### config.mk
export PLATFORM = sky130hd
export DESIGN_NAME = jtcontra_dwnld
export DESIGN_NICKNAME = d
export VERILOG_FILES = /design/src/rtl/jtcontra_dwnld_pkg.sv /design/src/rtl/jtcontra_dwnld_fifo.sv /design/src/rtl/jtcontra_dwnld.sv
export SDC_FILE = /design/constraint.sdc
export NUM_CORES = 1
export LEC_CHECK = 0
export CAP_MARGIN = 20
export CORE_AREA = 2 2 102 104
export CTS_CLUSTER_DIAMETER = 50
export DETAILED_ROUTE_END_ITERATION = 7
export DIE_AREA = 0 0 104 106
export PLACE_DENSITY = 0.68
export RECOVER_POWER = 25
export SYNTH_ARGS = -nofsm -noshare
export SYNTH_HDL_FRONTEND = slang
export SYNTH_SLANG_ARGS = --single-unit
export TNS_END_PERCENT = 10
### constraint.sdc
create_clock -name clk -period 7.4 [get_ports clk]
set_input_delay 1.48 -clock clk [delete_from_list [all_inputs] [get_ports clk]]
set_output_delay 1.48 -clock clk [all_outputs]
set_load 0.02 [all_outputs]
### src/rtl/jtcontra_dwnld_pkg.sv
// Shared definitions for the Contra ROM download loader.
// Holds the byte-address map of the ROM set, the region classification
// used by the decoder and the entry format stored in the write buffer.
package jtcontra_dwnld_pkg;

    localparam logic [24:0] SND_START  = 25'h02_0000;
    localparam logic [24:0] GFX1_START = 25'h02_8000;
    localparam logic [24:0] GFX2_START = 25'h0A_8000;
    localparam logic [24:0] PROM_START = 25'h12_8000;
    localparam logic [24:0] PROM_END   = PROM_START + 25'h400;

    typedef enum logic [1:0] {
        MAIN_SND = 2'd0,
        GFX      = 2'd1,
        PROM     = 2'd2,
        NONE     = 2'd3
    } region_t;

    typedef struct packed {
        region_t     tag;
        logic [21:0] addr;
        logic [7:0]  data;
        logic        lane;
    } entry_t;

    function automatic region_t region_of(input logic [24:0] a);
        if (a < GFX1_START)      return MAIN_SND;
        else if (a < PROM_START) return GFX;
        else if (a < PROM_END)   return PROM;
        else                     return NONE;
    endfunction

endpackage

### src/rtl/jtcontra_dwnld_fifo.sv
// Two-deep synchronous FIFO for decoded download entries.
// Ports: clk, rst (sync, active high), push/din write side,
// pop/dout read side (dout is the current head, valid when !empty),
// full/empty status. A push while full is accepted only if a pop
// happens in the same cycle.
module jtcontra_dwnld_fifo
    import jtcontra_dwnld_pkg::*;
(
    input  logic   clk,
    input  logic   rst,
    input  logic   push,
    input  entry_t din,
    input  logic   pop,
    output entry_t dout,
    output logic   full,
    output logic   empty
);

    entry_t     mem [2];
    logic       wr_ptr;
    logic       rd_ptr;
    logic [1:0] count;
    logic       do_push;
    logic       do_pop;

    assign empty   = (count == 2'd0);
    assign full    = (count == 2'd2);
    assign do_pop  = pop & ~empty;
    assign do_push = push & (~full | do_pop);
    assign dout    = mem[rd_ptr];

    always_ff @(posedge clk) begin
        if (rst) begin
            wr_ptr <= 1'b0;
            rd_ptr <= 1'b0;
            count  <= 2'd0;
        end else begin
            if (do_push) wr_ptr <= ~wr_ptr;
            if (do_pop)  rd_ptr <= ~rd_ptr;
            count <= count + {1'b0, do_push} - {1'b0, do_pop};
        end
    end

    always_ff @(posedge clk) begin
        if (do_push) mem[wr_ptr] <= din;
    end

endmodule

### src/rtl/jtcontra_dwnld.sv
// Contra ROM download loader.
// Turns the framework byte stream (ioctl_*) into SDRAM byte writes
// (prog_addr word address, prog_data, active-low prog_mask, prog_we held
// until sdram_ack) and one-cycle prom_we strobes for the colour PROMs.
// GFX bytes are reordered so each 16-bit SDRAM word holds bytes n and n+2.
// Ports: clk, rst (sync, active high), downloading, ioctl_addr/data/wr in;
// prog_addr/data/mask/we, prom_we, dwnld_busy, overflow out; sdram_ack in.
//
//  state   | meaning
//  IDLE    | waiting for a buffered entry; pops and issues it
//  WAIT    | SDRAM request on prog_we, waiting for sdram_ack
//  GAP     | one idle cycle after ack before the next request
module jtcontra_dwnld
    import jtcontra_dwnld_pkg::*;
(
    input  logic        clk,
    input  logic        rst,
    input  logic        downloading,
    input  logic [24:0] ioctl_addr,
    input  logic [7:0]  ioctl_data,
    input  logic        ioctl_wr,
    output logic [21:0] prog_addr,
    output logic [7:0]  prog_data,
    output logic [1:0]  prog_mask,
    output logic        prog_we,
    input  logic        sdram_ack,
    output logic        prom_we,
    output logic        dwnld_busy,
    output logic        overflow
);

    typedef enum logic [1:0] {ST_IDLE, ST_WAIT, ST_GAP} state_t;

    state_t      state, state_nx;
    region_t     region;
    entry_t      entry_in, head;
    logic [24:0] gfx_off, prom_off;
    logic [21:0] gfx_base;
    logic        push, pop, full, empty;
    logic        downloading_d;
    logic [21:0] prog_addr_nx;
    logic [7:0]  prog_data_nx;
    logic [1:0]  prog_mask_nx;
    logic        prog_we_nx, prom_we_nx;
    logic        decode_unused;

    // decode
    assign region   = region_of(ioctl_addr);
    assign gfx_base = (ioctl_addr < GFX2_START) ? GFX1_START[22:1] : GFX2_START[22:1];
    assign gfx_off  = ioctl_addr - ((ioctl_addr < GFX2_START) ? GFX1_START : GFX2_START);
    assign prom_off = ioctl_addr - PROM_START;
    assign decode_unused = ^{gfx_off[24:19], prom_off[24:10]};

    always_comb begin
        entry_in      = '0;
        entry_in.tag  = region;
        entry_in.data = ioctl_data;
        case (region)
            MAIN_SND: begin
                entry_in.addr = ioctl_addr[22:1];
                entry_in.lane = ioctl_addr[0];
            end
            GFX: begin
                // bytes 0,2 share a word, bytes 1,3 the next one
                entry_in.addr = gfx_base + {4'd0, gfx_off[18:2], gfx_off[0]};
                entry_in.lane = gfx_off[1];
            end
            PROM: begin
                entry_in.addr = {12'd0, prom_off[9:0]};
            end
            default: ;
        endcase
    end

    assign push = downloading & ioctl_wr & (region != NONE);

    jtcontra_dwnld_fifo u_fifo (
        .clk   (clk),
        .rst   (rst),
        .push  (push),
        .din   (entry_in),
        .pop   (pop),
        .dout  (head),
        .full  (full),
        .empty (empty)
    );

    // output FSM
    always_comb begin
        state_nx     = state;
        prog_addr_nx = prog_addr;
        prog_data_nx = prog_data;
        prog_mask_nx = prog_mask;
        prog_we_nx   = prog_we;
        prom_we_nx   = 1'b0;
        pop          = 1'b0;
        case (state)
            ST_IDLE: begin
                if (!empty) begin
                    pop          = 1'b1;
                    prog_addr_nx = head.addr;
                    prog_data_nx = head.data;
                    if (head.tag == PROM) begin
                        prom_we_nx = 1'b1;
                    end else begin
                        prog_mask_nx = head.lane ? 2'b01 : 2'b10;
                        prog_we_nx   = 1'b1;
                        state_nx     = ST_WAIT;
                    end
                end
            end
            ST_WAIT: begin
                if (sdram_ack) begin
                    prog_we_nx = 1'b0;
                    state_nx   = ST_GAP;
                end
            end
            ST_GAP:  state_nx = ST_IDLE;
            default: state_nx = ST_IDLE;
        endcase
    end

    always_ff @(posedge clk) begin
        if (rst) begin
            state     <= ST_IDLE;
            prog_addr <= '0;
            prog_data <= '0;
            prog_mask <= 2'b11;
            prog_we   <= 1'b0;
            prom_we   <= 1'b0;
        end else begin
            state     <= state_nx;
            prog_addr <= prog_addr_nx;
            prog_data <= prog_data_nx;
            prog_mask <= prog_mask_nx;
            prog_we   <= prog_we_nx;
            prom_we   <= prom_we_nx;
        end
    end

    // overflow: cleared when a new window opens, a drop in that same cycle still wins
    always_ff @(posedge clk) begin
        if (rst) begin
            downloading_d <= 1'b0;
            overflow      <= 1'b0;
        end else begin
            downloading_d <= downloading;
            if (push && full && !pop)
                overflow <= 1'b1;
            else if (downloading && !downloading_d)
                overflow <= 1'b0;
        end
    end

    assign dwnld_busy = downloading | ~empty | (state != ST_IDLE);

endmodule

==> results.yml, run 1 <==
status:
  outcome: "finished, violations left"
  violations: "capacitance limit, slew limit"
yosys:
  synth_flop_cell: "edfxtp_1"
  yosysTopAreaCellShare_pct: 45.5
  async_flop_share_pct: 0
  netlist-cell-type-count: 47
  synthCells: 342
  synth_seq_cells: 109
  yosysSeqAreaShare_pct: 65.2
  synth_area_per_cell_um2: 12.7
  synth_area_um2: 4360
  yosys.area.top_type: "edfxtp_1"
  yosys_warnings: 0
  synth-edff-count: 66
  synthTopCellsByArea: "edfxtp_1, dfxtp_1, mux2i_1"
clocking:
  cts.sinks: 109
  cts_buffers: 9
  cts_buffer_depth: 2
  cts_setup_buffers: 0
  cts.repair.resized: 0
  htreeDepth: 3
  clkSlewWorstSetupHoldPaths_ps: 90
  hold_buffers: 0
  cts_tree: "built"
  cts.root.buffer_cell: "clkbuf_8"
  clk_latency_ps: 360
worst_setup_path:
  cp_max_fo: 23
  rr_worst_depth: 5
  end_kind: "flop"
  crit_end: "u_fifo.mem[1][20]$_DFFE_PP_"
  cp.depth: 8
  cp_top_family: "simple AND/OR/NAND/NOR gates"
  start_kind: "primary input"
  worstReg2RegEnd: "u_fifo.mem[1][20]$_DFFE_PP_"
  r2r-start: "state[0]$_SDFFE_PP0P_"
  startpoint: "ioctl_addr[15]"
  criticalPathCategory: "in -> reg"
  reg2reg_slack_ps: 4860
  cp_slowest_cell: "clkdlybuf4s50_1"
  path_buf_inv: 3
  worstPathArrival_ps: 4650
  cp.required_ps: 7430
  cp_cell_sequence: "clkdlybuf4s50_1 -> inv_1 -> ha_1 -> nor2b_1 -> nand4_1 -> o21ai_0 -> and3_1 -> buf_4"
  critPathMaxStageDelay_ps: 650
detailed_routing:
  wl_per_cell_um: 15.0
  drc: 0
  vias_per_cell: 5.10
  antenna_left: 0
  drt_pass1_iterations: 4
  drt_iter0_markers: 113
  wirelength_mm: 8.25
  vias: 2806
sta:
  max_freq_mhz: 217
  setup_viol: 0
  slew_viol_final: 45
  rsz0062_at_grt: "false"
  timing.final.hold_violations: 0
  finalSetupTns_ps: 0
  tightest_slew_ps: 2050
  period_needed_ps: 4620
  maxSlewHeadroom_pct: -36.6
  fin_skew_ps: 13.8
  timing.final.crit_share_pct: 62.4
power:
  ir_worst_vdd_mv: 0.196
  powerDensity_nw_per_um2: 329
  leakage_uw: 0.00181
global_routing:
  grt_pass1_wl_mm: 13.2
  gr-usage-all-layers_pct: 15.3
  gr-total-overflow: 0
  grt_max_degree: 65
  grt_pass1_vias: 2673
  antenna_found_initial: 0
hold_path:
  worst_hold_path_type: "reg -> reg"
  hold_path.startpoint: "prog_data[5]$_SDFFE_PP0P_"
layout:
  drive_gt1_share_pct: 6.28
  final_core_util_pct: 54.0
  diodes: 0
  layout_common_cells: "edfxtp_1, clkdlybuf4s50_1, nor2_1"
  layout_commonest_cell: "edfxtp_1"
  area_growth_pct: 23.9
  fin_nets: 451
job:
  cap_violations: 1
floorplanning:
  start_util_pct: 43.6
  row_count: 37
  die_h_um: 106
  io_pins: 74
  dieArea_um2: 11000
  die_w_um: 104
  core_area_um2: 10000
placement:
  hpwl_mm: 5.66
  gp_congestion: 0.768
  numPortBuffers: 73
metal layers:
| metal | vias to the layer above | GRT usage, % | part of all wire (%) |
|---|---|---|---|
| met2 | 78 | 25.7 | 48 |
| met4 | 0 | 4.92 | 1.2 |
| met5 | - | 0 | 0 |
| li1 | 1411 | - | - |
| met3 | 9 | 3.86 | 5.5 |
| met1 | 1308 | 19.4 | 45 |
sequential cells by signal (all words and copies together) (netlist names), named ones only:
| signal | cells |
|---|---|
| u_fifo.mem | 66 |
| state | 2 |
| u_fifo.wr_ptr | 1 |
| downloading_d | 1 |
| u_fifo.rd_ptr | 1 |
| prog_data | 8 |
| overflow | 1 |
| prog_addr | 22 |
| prog_mask | 2 |
| u_fifo.count | 2 |
| prog_we | 1 |
| prom_we | 1 |
worst min-delay path by stage:
| stage | to | cells past startpoint |
|---|---|---|
| 2_1_floorplan | prog_we$_SDFFE_PP0P_ | 1 |
| 3_3_place_gp | prog_we$_SDFFE_PP0P_ | 1 |
| 3_5_place_dp | prog_we$_SDFFE_PP0P_ | 1 |
| 4_1_cts | prog_we$_SDFFE_PP0P_ | 1 |
| 5_1_grt | prog_data[4]$_SDFFE_PP0P_ | 2 |
| 6_report | prog_data[5]$_SDFFE_PP0P_ | 2 |
final cells by class:
class	count	area, um2
Clock buffer	9	124
Clock inverter	7	72.6
Inverter	11	41.3
Sequential cell	109	2840
Fill cell	902	4600
Timing Repair Buffer	76	747
Tap cell	136	170
Multi-Input combinational cell	202	1400
worst register-to-register path: cells and delay by family, from the launching register on:
family                 cells  cell delay, ps
DFF                        1             350
and+or+nand+nor            4            1480
buffers and inverters      1             400
cells in the mapped netlist, drive strengths merged (2+ instances only):
cell,count
a211oi,33
a21oi,6
a22o,11
a32oi,2
and3,5
buf,5
clkbuf,18
dfxtp,43
edfxtp,66
ha,4
inv,11
mux2i,31
nand2,5
nand3,2
nand3b,2
nor2,48
nor2b,5
nor3,3
nor3b,3
nor4,2
nor4b,3
o21a,2
o21ai,8
o21bai,2
or4,3
xnor2,2
xor2,2
through the flow:
step	setup slack, ps	instances	hold WS [ps]	cell area (um2)	power, uW
6_report	2780	550	500	5400	1780
5_1_grt	2460	550	525	5400	1880
4_1_cts	2760	550	498	5400	1790
3_5_place_dp	2410	534	483	5200	1440
3_3_place_gp	2600	534	457	5200	1430
2_1_floorplan	3230	345	444	4370	1200
report_power, final:
group          switching, uW  internal [uW]
Combinational            318            290
Clock                    194            158
Sequential              84.2            732
Total                    597           1180
cells by family (layout without fill, tap and decap cells):
family	count (synthesis)	after routing	share of synthesized area, %
other	1	4	0.0861
DFF	109	109	65.2
and+or+nand+nor	86	86	10.1
buffers and inverters	34	103	3.02
AOI/OAI and AO/OA	73	73	12.4
adders and majority gates	4	4	1.15
muxes	31	31	7.12
xor gates and xnor gates	4	4	0.804
Power figures use the tool's default switching activity.
==> inputs of run 2 (changes only) <==
--- a/config.mk
+++ b/config.mk
@@ -10,7 +10,7 @@
 export CTS_CLUSTER_DIAMETER = 50
 export DETAILED_ROUTE_END_ITERATION = 7
 export DIE_AREA = 0 0 104 106
-export PLACE_DENSITY = 0.68
+export PLACE_DENSITY = 0.71
 export RECOVER_POWER = 25
 export SYNTH_ARGS = -nofsm -noshare
 export SYNTH_HDL_FRONTEND = slang
==> constraint.sdc (replaced) <==
create_clock -name clk -period 4 [get_ports clk]
set_input_delay 0.8 -clock clk [delete_from_list [all_inputs] [get_ports clk]]
set_output_delay 0.8 -clock clk [all_outputs]
set_load 0.02 [all_outputs]
==> results.yml, run 2 (same netlist as run 1, synthesis figures left out) <==
status:
  outcome: "finished, violations left"
  violations: "capacitance limit, slew limit"
worst_setup_path:
  start_kind: "primary input"
  worstPathArrival_ps: 2380
  cp.required_ps: 3200
  cp_max_fo: 4
  r2r-start: "state[0]$_SDFFE_PP0P_"
  criticalPathCategory: "in -> out"
  crit_end: "dwnld_busy"
  rr_worst_depth: 8
  startpoint: "downloading"
  reg2reg_slack_ps: 1620
  worstReg2RegEnd: "u_fifo.count[1]$_SDFF_PP0_"
  end_kind: "output port"
floorplanning:
  row_count: 37
  start_util_pct: 43.6
  dieArea_um2: 11000
  core_area_um2: 10000
  die_h_um: 106
  die_w_um: 104
  io_pins: 74
sta:
  tightest_slew_ps: 2060
  fin_skew_ps: 13.1
  timing.final.hold_violations: 0
  maxSlewHeadroom_pct: -37.3
  period_needed_ps: 3180
  max_freq_mhz: 314
  timing.final.crit_share_pct: 79.6
  slew_viol_final: 45
  rsz0062_at_grt: "false"
  fin_ws_ps: 816
  setup_viol: 0
  finalSetupTns_ps: 0
detailed_routing:
  drt_pass1_iterations: 4
  wirelength_mm: 8.00
  met2_length_mm: 3.96
  antenna_left: 0
  drt_iter0_markers: 84
  routed-wl-met3_um: 413
  drc: 0
  maxUsedRoutingLayer: "met4"
  wl_met1_mm: 3.46
  wl_per_cell_um: 14.4
  vias: 2779
  vias_per_cell: 5.02
clocking:
  cts.root.buffer_cell: "clkbuf_8"
  clk_latency_ps: 360
  cts_buffer_depth: 2
  htreeDepth: 3
  cts_tree: "built"
  clkSlewWorstSetupHoldPaths_ps: 90
  cts.repair.resized: 0
  cts.sinks: 109
  cts_buffers: 9
  cts_setup_buffers: 0
  hold_buffers: 0
layout:
  layout_commonest_cell: "edfxtp_1"
  drive_gt1_share_pct: 6.94
  layout_common_cells: "edfxtp_1, nor2_1, clkdlybuf4s50_1"
  largestRegisters: "u_fifo.mem: 66 flops, prog_addr: 22 flops, prog_data: 8 flops"
  design_area_um2: 5470
  fillers: 859
  largest_reg_flops: 66
  area_growth_pct: 25.6
  fin_nets: 455
  top_register: "u_fifo.mem"
  diodes: 0
power:
  ir_worst_vdd_mv: 0.276
  total_power_uw: 3310
  powerDensity_nw_per_um2: 604
  leakage_uw: 0.00187
global_routing:
  grt_max_degree: 45
  grt_pass1_wl_mm: 13.1
  gr-usage-all-layers_pct: 15.2
  gr-total-overflow: 0
  grt_pass1_vias: 2720
  antenna_found_initial: 0
placement:
  dp_slack_ps: 450
  hpwl_mm: 5.61
  dpl_cell_area_um2: 5260
  gp_congestion: 0.830
  numPortBuffers: 73
hold_path:
  hold_path_depth: 1
  worst_hold_path_type: "reg -> reg"
job:
  cap_violations: 1
run 2: area by class of cell:
cell class	count	area [um2]	share of cell area, %
flip-flops and latches	109	2840	52.0
multi-input cells	202	1400	25.6
well taps	136	170	3.11
repair buffers	80	802	14.7
clock inverters	6	85.1	1.56
clock buffers	10	128	2.33
inverters	11	41.3	0.755
run 2: how the worst min path moves through the flow:
stage / slack, ps / start / to
after detailed placement: 470 / prog_mask[1]$_SDFFE_PP1P_ / prog_mask[1]$_SDFFE_PP1P_
after global routing: 510 / prog_mask[1]$_SDFFE_PP1P_ / prog_mask[1]$_SDFFE_PP1P_
after CTS: 490 / prog_mask[1]$_SDFFE_PP1P_ / prog_mask[1]$_SDFFE_PP1P_
after global placement: 460 / state[1]$_SDFFE_PP0P_ / state[1]$_SDFFE_PP0P_
after floorplan: 440 / state[0]$_SDFFE_PP0P_ / prog_we$_SDFFE_PP0P_
final: 480 / prog_mask[1]$_SDFFE_PP1P_ / prog_mask[1]$_SDFFE_PP1P_
run 2: where the power goes:
group | internal, uW | total, uW | switching, uW
clock | 352 | 701 | 348
combinational | 512 | 1100 | 592
sequential | 1350 | 1500 | 147
run 2: critical path, cell delays in order:
cell and delay (ps):
clkdlybuf4s50_1 470, or4_1 550, clkdlybuf4s50_1 570
run 2: stage by stage:
stage               utilization (%)  hold slack (ps)  cells
finish                         54.7              485    554
global route                   54.7              512    554
CTS                            54.7              489    554
detailed placement             52.6              468    538
global placement               52.6              458    538
floorplan                         -              444    345
run 2: routing by layer:
layer  vias up  GRT usage [%]
li1       1423              -
met1      1271           18.9
met2        72           25.2
met3        13           4.05
met4         0           6.08
met5         -              0
